$ cat config.mk
export PLATFORM = sky130hd
export DESIGN_NAME = instruction_encoder_flat
export DESIGN_NICKNAME = d
export VERILOG_FILES = /design/src/rtl/instr_enc_if.sv /design/src/rtl/instruction_encoder.sv /design/src/flat_wrapper.sv
export SDC_FILE = /design/constraint.sdc
export NUM_CORES = 1
export LEC_CHECK = 0
export CAP_MARGIN = 30
export CORE_MARGIN = 2
export CORE_UTILIZATION = 40
export DETAILED_ROUTE_END_ITERATION = 7
export PLACE_DENSITY = 0.68
export SLEW_MARGIN = 10
export SYNTH_ARGS = -nofsm -noshare
export SYNTH_HDL_FRONTEND = slang
export SYNTH_SLANG_ARGS = --single-unit
$ cat constraint.sdc
create_clock -name clk -period 5.1 [get_ports clk]
set_input_delay 0.51 -clock clk [delete_from_list [all_inputs] [get_ports clk]]
set_output_delay 0.51 -clock clk [all_outputs]
set_load 0.1 [all_outputs]
$ cat src/rtl/instr_enc_if.sv
// Request/response stream bundle between an instruction producer and the encoder.
interface instr_enc_if;
  logic        in_valid;
  logic        in_ready;
  logic [2:0]  in_fmt;
  logic [6:0]  in_opcode;
  logic [4:0]  in_rd;
  logic [2:0]  in_funct3;
  logic [4:0]  in_rs1;
  logic [4:0]  in_rs2;
  logic [6:0]  in_funct7;
  logic [31:0] in_imm;
  logic        in_expand;
  logic        out_valid;
  logic        out_ready;
  logic [31:0] out_instr;
  logic        out_last;
  logic [1:0]  out_err;

  // Producer side: drives requests, consumes encoded words.
  modport master (
    output in_valid, in_fmt, in_opcode, in_rd, in_funct3, in_rs1, in_rs2,
           in_funct7, in_imm, in_expand, out_ready,
    input  in_ready, out_valid, out_instr, out_last, out_err
  );

  // Encoder side.
  modport slave (
    input  in_valid, in_fmt, in_opcode, in_rd, in_funct3, in_rs1, in_rs2,
           in_funct7, in_imm, in_expand, out_ready,
    output in_ready, out_valid, out_instr, out_last, out_err
  );
endinterface

$ cat src/rtl/instruction_encoder.sv
// RV32I instruction assembler: scatters immediate bits per format, flags range and
// alignment errors, and optionally splits a wide I-type immediate into LUI + I-type.
module instruction_encoder #(
  parameter int unsigned ERR_CNT_W = 16
) (
  input  logic                 clk,
  input  logic                 rst_n,
  instr_enc_if.slave           bus,
  output logic [ERR_CNT_W-1:0] err_count
);

  typedef enum logic [1:0] {EMPTY, FULL, HI, LO} state_t;

  localparam logic [6:0] OP_LUI = 7'b0110111;

  state_t               state_q, state_d;
  logic [31:0]          instr_q, instr_d;
  logic                 last_q, last_d;
  logic [1:0]           err_q, err_d;
  logic [31:0]          pend_q, pend_d;
  logic [ERR_CNT_W-1:0] cnt_q, cnt_d;

  logic [31:0] enc_word;
  logic [31:0] enc_lo;
  logic [31:0] imm_rnd;
  logic [1:0]  enc_err;
  logic        enc_exp;
  logic        fits12, fits13, fits21;
  logic        accept;

  logic [31:0] imm;
  assign imm     = bus.in_imm;
  assign fits12  = (imm[31:11] == '0) || (imm[31:11] == '1);
  assign fits13  = (imm[31:12] == '0) || (imm[31:12] == '1);
  assign fits21  = (imm[31:20] == '0) || (imm[31:20] == '1);
  assign imm_rnd = imm + 32'h0000_0800;

  // Format-specific encoding of the incoming request and its error classification.
  always_comb begin
    enc_word = '0;
    enc_err  = 2'b00;
    enc_exp  = 1'b0;
    enc_lo   = {imm[11:0], bus.in_rd, bus.in_funct3, bus.in_rd, bus.in_opcode};
    unique case (bus.in_fmt)
      3'b000: begin
        enc_word = {imm[31:12], bus.in_rd, bus.in_opcode};
        if (imm[11:0] != '0) enc_err = 2'b01;
      end
      3'b001: begin
        enc_word = {imm[20], imm[10:1], imm[11], imm[19:12], bus.in_rd, bus.in_opcode};
        if (imm[0])       enc_err = 2'b10;
        else if (!fits21) enc_err = 2'b01;
      end
      3'b010: begin
        enc_word = {imm[11:5], bus.in_rs2, bus.in_rs1, bus.in_funct3, imm[4:0], bus.in_opcode};
        if (!fits12) enc_err = 2'b01;
      end
      3'b011: begin
        enc_word = {imm[12], imm[10:5], bus.in_rs2, bus.in_rs1, bus.in_funct3,
                    imm[4:1], imm[11], bus.in_opcode};
        if (imm[0])       enc_err = 2'b10;
        else if (!fits13) enc_err = 2'b01;
      end
      3'b100: begin
        enc_word = {imm[11:0], bus.in_rs1, bus.in_funct3, bus.in_rd, bus.in_opcode};
        if (!fits12) begin
          if (!bus.in_expand)       enc_err = 2'b01;
          else if (bus.in_rd == '0) enc_err = 2'b11;
          else begin
            enc_exp  = 1'b1;
            enc_word = {imm_rnd[31:12], bus.in_rd, OP_LUI};
          end
        end
      end
      3'b101: begin
        enc_word = {bus.in_funct7, imm[4:0], bus.in_rs1, bus.in_funct3, bus.in_rd, bus.in_opcode};
        if (imm[31:5] != '0) enc_err = 2'b01;
      end
      3'b110: begin
        enc_word = {imm[11:0], bus.in_rs1, bus.in_funct3, bus.in_rd, bus.in_opcode};
        if (imm[31:12] != '0) enc_err = 2'b01;
      end
      default: begin
        enc_word = '0;
        enc_err  = 2'b11;
      end
    endcase
  end

  assign bus.in_ready = (state_q == EMPTY) ||
                        (((state_q == FULL) || (state_q == LO)) && bus.out_ready);
  assign accept       = bus.in_valid && bus.in_ready;

  // Next-state, output-register and error-counter updates.
  always_comb begin
    state_d = state_q;
    instr_d = instr_q;
    last_d  = last_q;
    err_d   = err_q;
    pend_d  = pend_q;
    cnt_d   = cnt_q;
    if (accept) begin
      instr_d = enc_word;
      err_d   = enc_err;
      last_d  = !enc_exp;
      pend_d  = enc_lo;
      state_d = enc_exp ? HI : FULL;
      if ((enc_err != 2'b00) && (cnt_q != '1)) cnt_d = cnt_q + ERR_CNT_W'(1);
    end else begin
      unique case (state_q)
        HI: begin
          if (bus.out_ready) begin
            instr_d = pend_q;
            err_d   = 2'b00;
            last_d  = 1'b1;
            state_d = LO;
          end
        end
        FULL, LO: begin
          if (bus.out_ready) state_d = EMPTY;
        end
        default: state_d = state_q;
      endcase
    end
  end

  // State and output registers.
  always_ff @(posedge clk or negedge rst_n) begin
    if (!rst_n) begin
      state_q <= EMPTY;
      instr_q <= '0;
      last_q  <= 1'b0;
      err_q   <= 2'b00;
      pend_q  <= '0;
      cnt_q   <= '0;
    end else begin
      state_q <= state_d;
      instr_q <= instr_d;
      last_q  <= last_d;
      err_q   <= err_d;
      pend_q  <= pend_d;
      cnt_q   <= cnt_d;
    end
  end

  assign bus.out_valid = (state_q != EMPTY);
  assign bus.out_instr = instr_q;
  assign bus.out_last  = last_q;
  assign bus.out_err   = err_q;
  assign err_count     = cnt_q;

endmodule

$ cat src/flat_wrapper.sv
// flat-port wrapper written by rule: the top's interface ports become plain ports
module instruction_encoder_flat 
#(
  parameter int unsigned ERR_CNT_W = 16
)
  (clk, rst_n, err_count, bus_in_valid, bus_in_fmt, bus_in_opcode, bus_in_rd, bus_in_funct3, bus_in_rs1, bus_in_rs2, bus_in_funct7, bus_in_imm, bus_in_expand, bus_out_ready, bus_in_ready, bus_out_valid, bus_out_instr, bus_out_last, bus_out_err);
  instr_enc_if bus_i ();
  input  logic clk;
  input  logic rst_n;
  output logic [ERR_CNT_W-1:0] err_count;
  input wire logic [$bits(bus_i.in_valid)-1:0] bus_in_valid;
  input wire logic [$bits(bus_i.in_fmt)-1:0] bus_in_fmt;
  input wire logic [$bits(bus_i.in_opcode)-1:0] bus_in_opcode;
  input wire logic [$bits(bus_i.in_rd)-1:0] bus_in_rd;
  input wire logic [$bits(bus_i.in_funct3)-1:0] bus_in_funct3;
  input wire logic [$bits(bus_i.in_rs1)-1:0] bus_in_rs1;
  input wire logic [$bits(bus_i.in_rs2)-1:0] bus_in_rs2;
  input wire logic [$bits(bus_i.in_funct7)-1:0] bus_in_funct7;
  input wire logic [$bits(bus_i.in_imm)-1:0] bus_in_imm;
  input wire logic [$bits(bus_i.in_expand)-1:0] bus_in_expand;
  input wire logic [$bits(bus_i.out_ready)-1:0] bus_out_ready;
  output wire logic [$bits(bus_i.in_ready)-1:0] bus_in_ready;
  output wire logic [$bits(bus_i.out_valid)-1:0] bus_out_valid;
  output wire logic [$bits(bus_i.out_instr)-1:0] bus_out_instr;
  output wire logic [$bits(bus_i.out_last)-1:0] bus_out_last;
  output wire logic [$bits(bus_i.out_err)-1:0] bus_out_err;
  assign bus_i.in_valid = bus_in_valid;
  assign bus_i.in_fmt = bus_in_fmt;
  assign bus_i.in_opcode = bus_in_opcode;
  assign bus_i.in_rd = bus_in_rd;
  assign bus_i.in_funct3 = bus_in_funct3;
  assign bus_i.in_rs1 = bus_in_rs1;
  assign bus_i.in_rs2 = bus_in_rs2;
  assign bus_i.in_funct7 = bus_in_funct7;
  assign bus_i.in_imm = bus_in_imm;
  assign bus_i.in_expand = bus_in_expand;
  assign bus_i.out_ready = bus_out_ready;
  assign bus_in_ready = bus_i.in_ready;
  assign bus_out_valid = bus_i.out_valid;
  assign bus_out_instr = bus_i.out_instr;
  assign bus_out_last = bus_i.out_last;
  assign bus_out_err = bus_i.out_err;
  instruction_encoder #(.ERR_CNT_W(ERR_CNT_W)) u_core (.clk(clk), .rst_n(rst_n), .bus(bus_i), .err_count(err_count));
endmodule
==> results of run 1 <==
-- through the flow --
| stage | utilization [%] | setup WS [ps] |
|---|---|---|
| 4_1_cts | 55.36 | 1921 |
| 6_report | 55.42 | 1887 |
| 3_3_place_gp | 52.30 | 1652 |
| 5_1_grt | 55.42 | 1652 |
| 2_1_floorplan | - | 1975 |
| 3_5_place_dp | 52.55 | 1564 |
-- worst max-delay path, stage by stage --
cell and delay (ps):
clkdlybuf4s50_1 680, ha_1 240, and3_1 260, nand3_1 230, o22ai_4 250, or3_1 600, nor3_1 110, a21oi_1 140
o21ai_0 100, a221o_1 310
-- worst min path at each step --
stage                       from                       end  slack [ps]  cells past startpoint
6_report                   rst_n  u_core.bus.out_instr[26]         160                      1
5_1_grt                    rst_n          u_core.pend_q[1]         200                      1
4_1_cts                    rst_n   u_core.bus.out_instr[1]         180                      1
3_5_place_dp    u_core.pend_q[5]          u_core.pend_q[5]         450                      2
3_3_place_gp   u_core.pend_q[13]         u_core.pend_q[13]         440                      2
2_1_floorplan              rst_n     u_core.bus.out_err[0]         210                      0
-- cell families after synthesis --
| group | count (synthesis) |
|---|---|
| fa+ha+maj | 3 |
| flops | 80 |
| buf+inv | 39 |
| mux | 7 |
| xor+xnor | 26 |
| simple gates | 245 |
| compound gates | 133 |
-- flip-flops by register name (all words and copies together), names as in the netlist --
register	count
u_core.bus.out_err	2
u_core.err_count	16
u_core.bus.out_instr	32
u_core.pend_q	27
u_core.bus.out_last	1
u_core.state_q	2
-- cells in the final DEF (no fill, tap or decap), types with 9 or more instances in the layout --
master and count:
a221o_1 12, nor2_1 40, clkbuf_16 9, dfrtp_1 80
a31oi_1 9, nor3_1 14, nand3_1 17, xor2_1 9
a22oi_1 11, o21ai_0 25, nand4_1 9, a21oi_1 29
xnor2_1 17, clkdlybuf4s50_1 123, nand2_1 125
-- metal layers --
layer	wire [um]	vias up	part of all wire (%)
li1	-	2146	-
met5	0	-	0
met1	6171	2204	44
met3	904	28	6.4
met4	288	0	2.0
met2	6760	193	48
-- report_power, final --
group          total [uW]  internal, uW  switching [uW]
registers             895           795             100
clock network         689           429             260
logic                1490           376            1120
-- area by class of cell --
type                    instances  area (um^2)
flip-flops and latches         80         2002
multi-input cells             414         2420
clock buffers                   9        225.2
repair buffers                131         1304
inverters                       7        26.28
fillers                      1067         5025
clock inverters                 6        91.34
well taps                     143        178.9
==> summary.md, run 1 <==
| Metric | Value |
|---|---|
| Area delta synth->final | `36.76%` |
| Drt total wl | `14130 um` |
| Core area | `11270 um^2` |
| Critical Path RT | `5310 ps` |
| Vias per Instance | `approximately 5.8` |
| Placed instance count | `between 700 and 800` |
| RR Startpoint | `u_core.state_q[0]` |
| Status | `finished clean` |
| Met3 Use GR | `about 4.2%` |
| Count leader, synth | `nand2_1` |
| Cell Area, Placed | `5923 um^2` |
| Number of global-route vias before repair | `4623` |
| Clock skew | `~6 ps` |
| TritonCTS clock tree | `done` |
| Cell variety after synth | `59` |
| Routed vias | `4571` |
| Routability cong. | `0.8989` |
| Worst setup SP type | `primary input` |
| Syn_area_per_cell | `around 8.6 um^2` |
| Largest family of logic cells by synthesized area | `simple AND/OR/NAND/NOR gates` |
| Starting DRT DRC Count | `293` |
| Grt met2 use | `39.06%` |
| Clock sink count | `80` |
| Sequential share of the synthesized area | `43.82%` |
| Cell Count, Final, Fillers Out | `between 700 and 800` |
| Initial antenna violation count | `0` |
| Normalized max-slew margin | `33.60%` |
| CTS max path bufs | `2` |
| Critical path data arrival time | `3430 ps` |
| CTS Buf Count | `9` |
| Syn Nets | `608` |
| Number of synthesized register bits | `80` |
| Synth Area in Simple Gates | `24.46%` |
| Post-Syn Area | `4568 um^2` |
| H-tree depth | `3` |
| CP Max Fanout | `19` |
| Post-layout min period | `3213 ps` |
| Slew Viols, Final | `0` |
| Top cells by area, synth | `dfrtp_1 (44%), nand2_1 (10%), nor2_1 (3.3%)` |
| Worst slew pin tran | `992.8 ps` |
| Tot Pwr | `about 3100 uW` |
| Crit path launch | `bus_in_imm[11]` |
| Setup TNS | `0 ps` |
| Row count | `39` |
| Share of cells above drive strength 1 | `roughly 5.7%` |
| Async set-reset flop share out of synthesis | `between 90% and 100%` |
| Static leakage | `0.002559 uW` |
| IO Count | `125` |
| Clock transition at path regs | `60 ps` |
| # resized after CTS | `0` |
| Worst min path class | `in -> async` |
| Wire per inst | `between 15 and 20 um` |
| First-pass GRT wire length | `about 24000 um` |
| Port buffer count | `124` |
| F_max | `311.2 MHz` |
| Yosys synthesis warning count | `0` |
| Commonest cells post-synth | `nand2_1 (125), dfrtp_1 (80), nor2_1 (40), a21oi_1 (29), o21ai_0 (25)` |
| Critical Path End | `u_core.bus.out_instr[18]` |
| Antenna cell count | `0` |
| Final ANT Viol Nets | `0` |
| Final hold violation count | `0` |
| CP Capture Type | `flip-flop` |
| Final nets | `718` |
| Clock latency on the worst-skew pair | `330 ps` |
| Hold_buf cts | `0` |
| GR peak layer | `met2` |
| Die Ht | `about 110 um` |
| Cell Pwr Density | `492.6 nW/um^2` |
| GR Util met1 | `approximately a third` |
| Synth Area in Compound Gates | `between 20 and 25%` |
| Post-DP HPWL | `~10000 um` |
| XOR/XNOR Fraction of Synth Area | `about 5.0%` |
| Post-route DRC | `0` |
| DRT Pass-1 Iters | `5` |
| Top_reg_cell synth | `dfrtp_1` |
| R2r setup slk | `2710 ps` |
| Die W | `around 110 um` |
| Reg2reg end | `u_core.bus.out_instr[12]` |
| GRT Total Usage | `23.69%` |
| MaxCap Viol Count | `0` |
| Initial Util | `40.53%` |
| Setup CP Type | `in -> reg` |
| Max VDD drop | `between 400 and 500 uV` |
| Final-report setup violation count | `0` |
| Top-area cell type share of the netlist area | `a little over two fifths` |
| R2R cell count | `7` |
| Finished layout cell area | `6247 um^2` |
| Yosys top cell by area | `dfrtp_1` |
| Syn Inst Count | `about 530` |
| Pin count of the biggest net entering global routing | `42` |
| Multiplexer share of the synthesized area | `1.616%` |
| Setup Buffers After CTS | `0` |
| RSZ-0062 raised after global routing | `false` |
| Post-Synth Adder-Cell Area | `less than 1%` |
| Total grt overflow | `0` |
| Tcrit/Tclk final | `a little over three fifths` |
| WHS | `160.8 ps` |
| EDFF count, synth | `0` |
| Die area | `around 12000 um^2` |
| Root buffer cell | `clkbuf_16` |
Power figures use the tool's default switching activity.
==> run 2, diff against run 1 <==
- PLACE_DENSITY: 0.68 -> 0.71
- clock period: 5.1 -> 2.7 ns (I/O delays scaled with it)
==> summary.md, run 2 (synthesized netlist as in run 1, its figures left out) <==
| Metric | Value |
|---|---|
| Status | `finished clean` |
| Cell Pwr Density | `862.1 nW/um^2` |
| H-tree depth | `3` |
| Root buffer cell | `clkbuf_16` |
| First-pass GRT wire length | `about 24000 um` |
| Commonest non-fill, non-tap cells in the layout | `buf_4 (131), nand2_1 (124), dfrtp_1 (80)` |
| Worst slew pin tran | `476.8 ps` |
| Setup CP Type | `in -> reg` |
| Max FFs per register | `32` |
| Routability cong. | `just under 0.9` |
| CP Capture Type | `flip-flop` |
| Fin worst setup slack | `192.6 ps` |
| Pint | `2921 uW` |
| Layout Utilization | `59.02%` |
| Initial Util | `between 40 and 50%` |
| Clock latency on the worst-skew pair | `340 ps` |
| Critical Path RT | `2920 ps` |
| Die area | `approximately 12000 um^2` |
| Core area | `11270 um^2` |
| Port buffer count | `roughly 120` |
| GRT Total Usage | `23.94%` |
| Slew Viols, Final | `0` |
| TritonCTS clock tree | `done` |
| RSZ-0062 raised after global routing | `false` |
| Critical path data arrival time | `about 2700 ps` |
| Met2 WL | `7176 um` |
| Wire per inst | `between 15 and 20 um` |
| Post-route DRC | `0` |
| R2R cell count | `7` |
| Most common cell after layout, fill and taps aside | `buf_4` |
| Routed vias | `4746` |
| Area delta synth->final | `45.63%` |
| Normalized max-slew margin | `68.22%` |
| Met1 WL | `6334 um` |
| CP Max Fanout | `14` |
| Sw Pwr | `about 2800 uW` |
| Final-report setup violation count | `0` |
| Tot Pwr | `5735 uW` |
| R2r setup slk | `570 ps` |
| Pin count of the biggest net entering global routing | `57` |
| Final hold violation count | `0` |
| Number of global-route vias before repair | `approximately 5000` |
| Starting DRT DRC Count | `244` |
| Post-layout min period | `2507 ps` |
| Switching Share | `49.07%` |
| Fillcell total | `roughly 1000` |
| WHS | `385.2 ps` |
| Drt total wl | `~15000 um` |
| Tcrit/Tclk final | `92.87%` |
| Comb power frac | `49.4%` |
| Post-DP HPWL | `11270 um` |
| Max VDD drop | `822.9 uV` |
| Static leakage | `0.002957 uW` |
| CTS Buf Count | `9` |
| Final nets | `790` |
| Routed length on met3 | `882 um` |
| Total grt overflow | `0` |
| Vias per Instance | `5.506` |
| Final ANT Viol Nets | `0` |
| F_max | `between 300 and 400 MHz` |
| CTS max path bufs | `2` |
| Max Used Layer | `met4` |
| Die W | `between 100 and 150 um` |
| Antenna cell count | `0` |
| Initial antenna violation count | `0` |
| Worst min path class | `in -> async` |
| Clock transition at path regs | `approximately 60 ps` |
| Clock skew | `roughly 8.6 ps` |
| Reg power frac | `29.6%` |
| Die Ht | `around 110 um` |
| Worst setup SP type | `primary input` |
| Share of cells above drive strength 1 | `a little under a quarter` |
| Setup WS pre-CTS | `-187.1 ps` |
| DRT Pass-1 Iters | `4` |
| Clock sink count | `80` |
| MaxCap Viol Count | `0` |
| IO Count | `125` |
| Clock power share | `21.0%` |
| Row count | `39` |
[run 2: cell types whose count changed in the layout (fill, tap and decap cells not counted), sizes merged]
cell,before,now
clkbuf,9,10
bufinv,2,1
dlygate4sd3,0,1
inv,9,8
clkdlybuf4s50,123,70
clkinv,2,3
buf,8,132
[run 2: power by group through the flow]
stage                     Sequential (uW)  Combinational [uW]  Clock [uW]
after global routing                 1730                2970        1290
after floorplan                      3130                 618           0
after CTS                            1700                2850        1220
after global placement               1700                2800           0
after detailed placement             1710                2840           0
final                                1700                2830        1200
[run 2: layout make-up]
class | instances | area [um^2] | share of cell area, %
Clock buffer | 10 | 229.0 | 3.442
Clock inverter | 5 | 57.56 | 0.8651
Inverter | 7 | 26.28 | 0.3950
Tap cell | 143 | 178.9 | 2.689
Sequential cell | 80 | 2002 | 30.09
Multi-Input combinational cell | 414 | 2437 | 36.64
Timing Repair Buffer | 203 | 1722 | 25.88
[run 2: per-layer routing]
metal	track usage (%)	vias up
met5	0	-
met4	5.167	0
met3	4.866	15
met2	40.98	147
met1	31.52	2297
li1	-	2287
[run 2: final timing paths]
kind | end | startpoint
setup / recovery | u_core.err_count[1] | bus_in_imm[28]
hold / removal | u_core.bus.out_instr[7] | rst_n
setup reg to reg | u_core.err_count[14] | u_core.state_q[0]
hold reg to reg | u_core.pend_q[0] | u_core.pend_q[0]
max in group asynchronous | u_core.pend_q[31] | rst_n
min in group clk | u_core.pend_q[0] | u_core.pend_q[0]
[run 2: repair_timing]
action                     4_1_cts  5_1_grt
resized for setup                0        2
setup buffers                    0        1
hold buffers                     1        0
setup endpoints to repair        0        8
hold endpoints to repair        24        0
[run 2: metrics by stage]
step	area, um^2	std cells	setup TNS, ps
3_3_place_gp	6311	844	-819.2
6_report	6653	862	0
4_1_cts	6635	861	0
2_1_floorplan	4576	533	0
3_5_place_dp	6339	845	-2086
5_1_grt	6653	862	0
[run 2: worst max-delay path, cell delays in order]
cell and delay (ps):
clkdlybuf4s50_1 520, nand4_1 130, or4_4 560, nand4b_1 150
o211ai_1 110, or3_4 430, o21a_4 280, mux2_2 280
==> run 3, diff against run 2 <==
- DONT_BUFFER_PORTS: unset -> 1
- PLACE_DENSITY: 0.71 -> unset
==> summary.md, run 3 (synthesized netlist as in run 1, its figures left out) <==
| Metric | Value |
|---|---|
| Max VDD drop | `around 700 uV` |
| Setup CP Type | `reg -> reg` |
| Clock latency on the worst-skew pair | `340 ps` |
| Area delta synth->final | `14.85%` |
| Routability cong. | `0.9060` |
| Routed vias | `4115` |
| Clock skew | `7.979 ps` |
| Final-report setup violation count | `0` |
| Hold_buf cts | `2` |
| IO Count | `125` |
| R2R cell count | `6` |
| Multi-input gate area in the final layout | `2427 um^2` |
| Status | `finished clean` |
| Critical path data arrival time | `around 2400 ps` |
| Hold EP | `u_core.state_q[1]` |
| Worst path max stage delay | `470 ps` |
| Number of global-route vias before repair | `4005` |
| Initial Util | `40.53%` |
| TritonCTS clock tree | `done` |
| R2r setup slk | `510 ps` |
| Worst setup SP type | `flip-flop` |
| MaxCap Viol Count | `0` |
| Final nets | `approximately 630` |
| Post-DP HPWL | `10180 um` |
| Final hold violation count | `0` |
| CTS max path bufs | `2` |
| Initial antenna violation count | `0` |
| Cell Chain, Critical Path | `or2_2 -> nand2_4 -> nand2_1 -> a31oi_1 -> o21a_4 -> mux2_2` |
| Port buffer count | `0` |
| Die Ht | `110.9 um` |
| Starting DRT DRC Count | `252` |
| Most common cell after layout, fill and taps aside | `nand2_1` |
| Slew Viols, Final | `0` |
| Crit-path leading delay family | `simple AND/OR/NAND/NOR gates` |
| Post-layout min period | `2187 ps` |
| Cell Count, Final, Fillers Out | `approximately 700` |
| Reg2reg end | `u_core.err_count[1]` |
| First-pass GRT wire length | `about 22000 um` |
| Min-delay src | `bus_out_ready` |
| Normalized max-slew margin | `a little over a third` |
| RR Startpoint | `u_core.state_q[0]` |
| Static leakage | `0.002239 uW` |
| Worst slew pin tran | `954.7 ps` |
| Layout Utilization | `46.54%` |
| Share of cells above drive strength 1 | `~13%` |
| Antenna cell count | `0` |
| CP Max Fanout | `14` |
| Wire per inst | `19.30 um` |
| Die area | `between 10000 and 15000 um^2` |
| Hold depth | `1` |
| Fillcell total | `1095` |
| RSZ-0062 raised after global routing | `false` |
| Clock sink count | `80` |
| WHS | `33.42 ps` |
| Seq. cell area | `2002 um^2` |
| H-tree depth | `3` |
| CP max stage cell | `dfrtp_1` |
| DRT Pass-1 Iters | `5` |
| Worst path bufs/invs | `0` |
| Core area | `between 10000 and 15000 um^2` |
| Cell Pwr Density | `996.7 nW/um^2` |
| Tcrit/Tclk final | `between 80% and 90%` |
| Placed instance count | `roughly 700` |
| Setup TNS | `0 ps` |
| Max FFs per register | `32` |
| CP Capture Type | `flip-flop` |
| Vias per Instance | `5.862` |
| Commonest non-fill, non-tap cells in the layout | `nand2_1 (124), dfrtp_1 (80), nor2_1 (40), buf_4 (40), a21oi_1 (29)` |
| Critical Path RT | `~3000 ps` |
| Root buffer cell | `clkbuf_16` |
| CTS Buf Count | `9` |
| Worst min path class | `in -> reg` |
| Drt total wl | `13550 um` |
| Clock transition at path regs | `60 ps` |
| Pin count of the biggest net entering global routing | `81` |
| Total grt overflow | `0` |
| Setup Buffers After CTS | `0` |
| # resized after CTS | `0` |
| Cell Area, Placed | `between 4000 and 5000 um^2` |
| GRT Total Usage | `22.55%` |
| Final ANT Viol Nets | `0` |
| F_max | `between 400 and 500 MHz` |
| Die W | `between 100 and 150 um` |
| Row count | `39` |
| Post-route DRC | `0` |
| Finished layout cell area | `5246 um^2` |
-- run 3: worst max path at each step --
stage | slack, ps | from | end | depth (start not counted)
6_report | 510 | u_core.state_q[0] | u_core.err_count[1] | 6
5_1_grt | 330 | u_core.state_q[0] | u_core.bus.out_instr[25] | 5
4_1_cts | 470 | u_core.state_q[0] | u_core.bus.out_instr[25] | 5
3_5_place_dp | 230 | bus_in_imm[16] | u_core.bus.out_instr[25] | 7
3_3_place_gp | 340 | bus_in_imm[16] | u_core.bus.out_instr[29] | 7
2_1_floorplan | 130 | u_core.state_q[0] | u_core.bus.out_instr[20] | 8
-- run 3: power breakdown --
group	leakage [uW]	switching, uW	internal [uW]
sequential	0.000980	1100	1480
clock	0.000137	506	628
combinational	0.00112	1110	416
-- run 3: area by class of cell --
cell class / instances / share of cell area, %
multi-input cells: 414 / 46.27
flip-flops and latches: 80 / 38.16
repair buffers: 42 / 6.439
clock buffers: 10 / 4.364
well taps: 143 / 3.410
clock inverters: 6 / 0.8586
inverters: 7 / 0.5008
-- run 3: stage by stage --
stage / setup slack (ps) / power (uW)
after global routing: 325.9 / 5467
after detailed placement: 234.3 / 4102
after CTS: 467.8 / 5280
after floorplan: 128.6 / 3749
after global placement: 341.7 / 4073
final: 513.4 / 5229
-- run 3: per-layer routing --
metal	up-vias	GRT usage (%)	share of wire, %
met5	-	0	0
li1	1969	-	-
met1	1983	29.92	43
met3	9	8.201	9.6
met2	154	35.58	47
met4	0	5.000	0.92
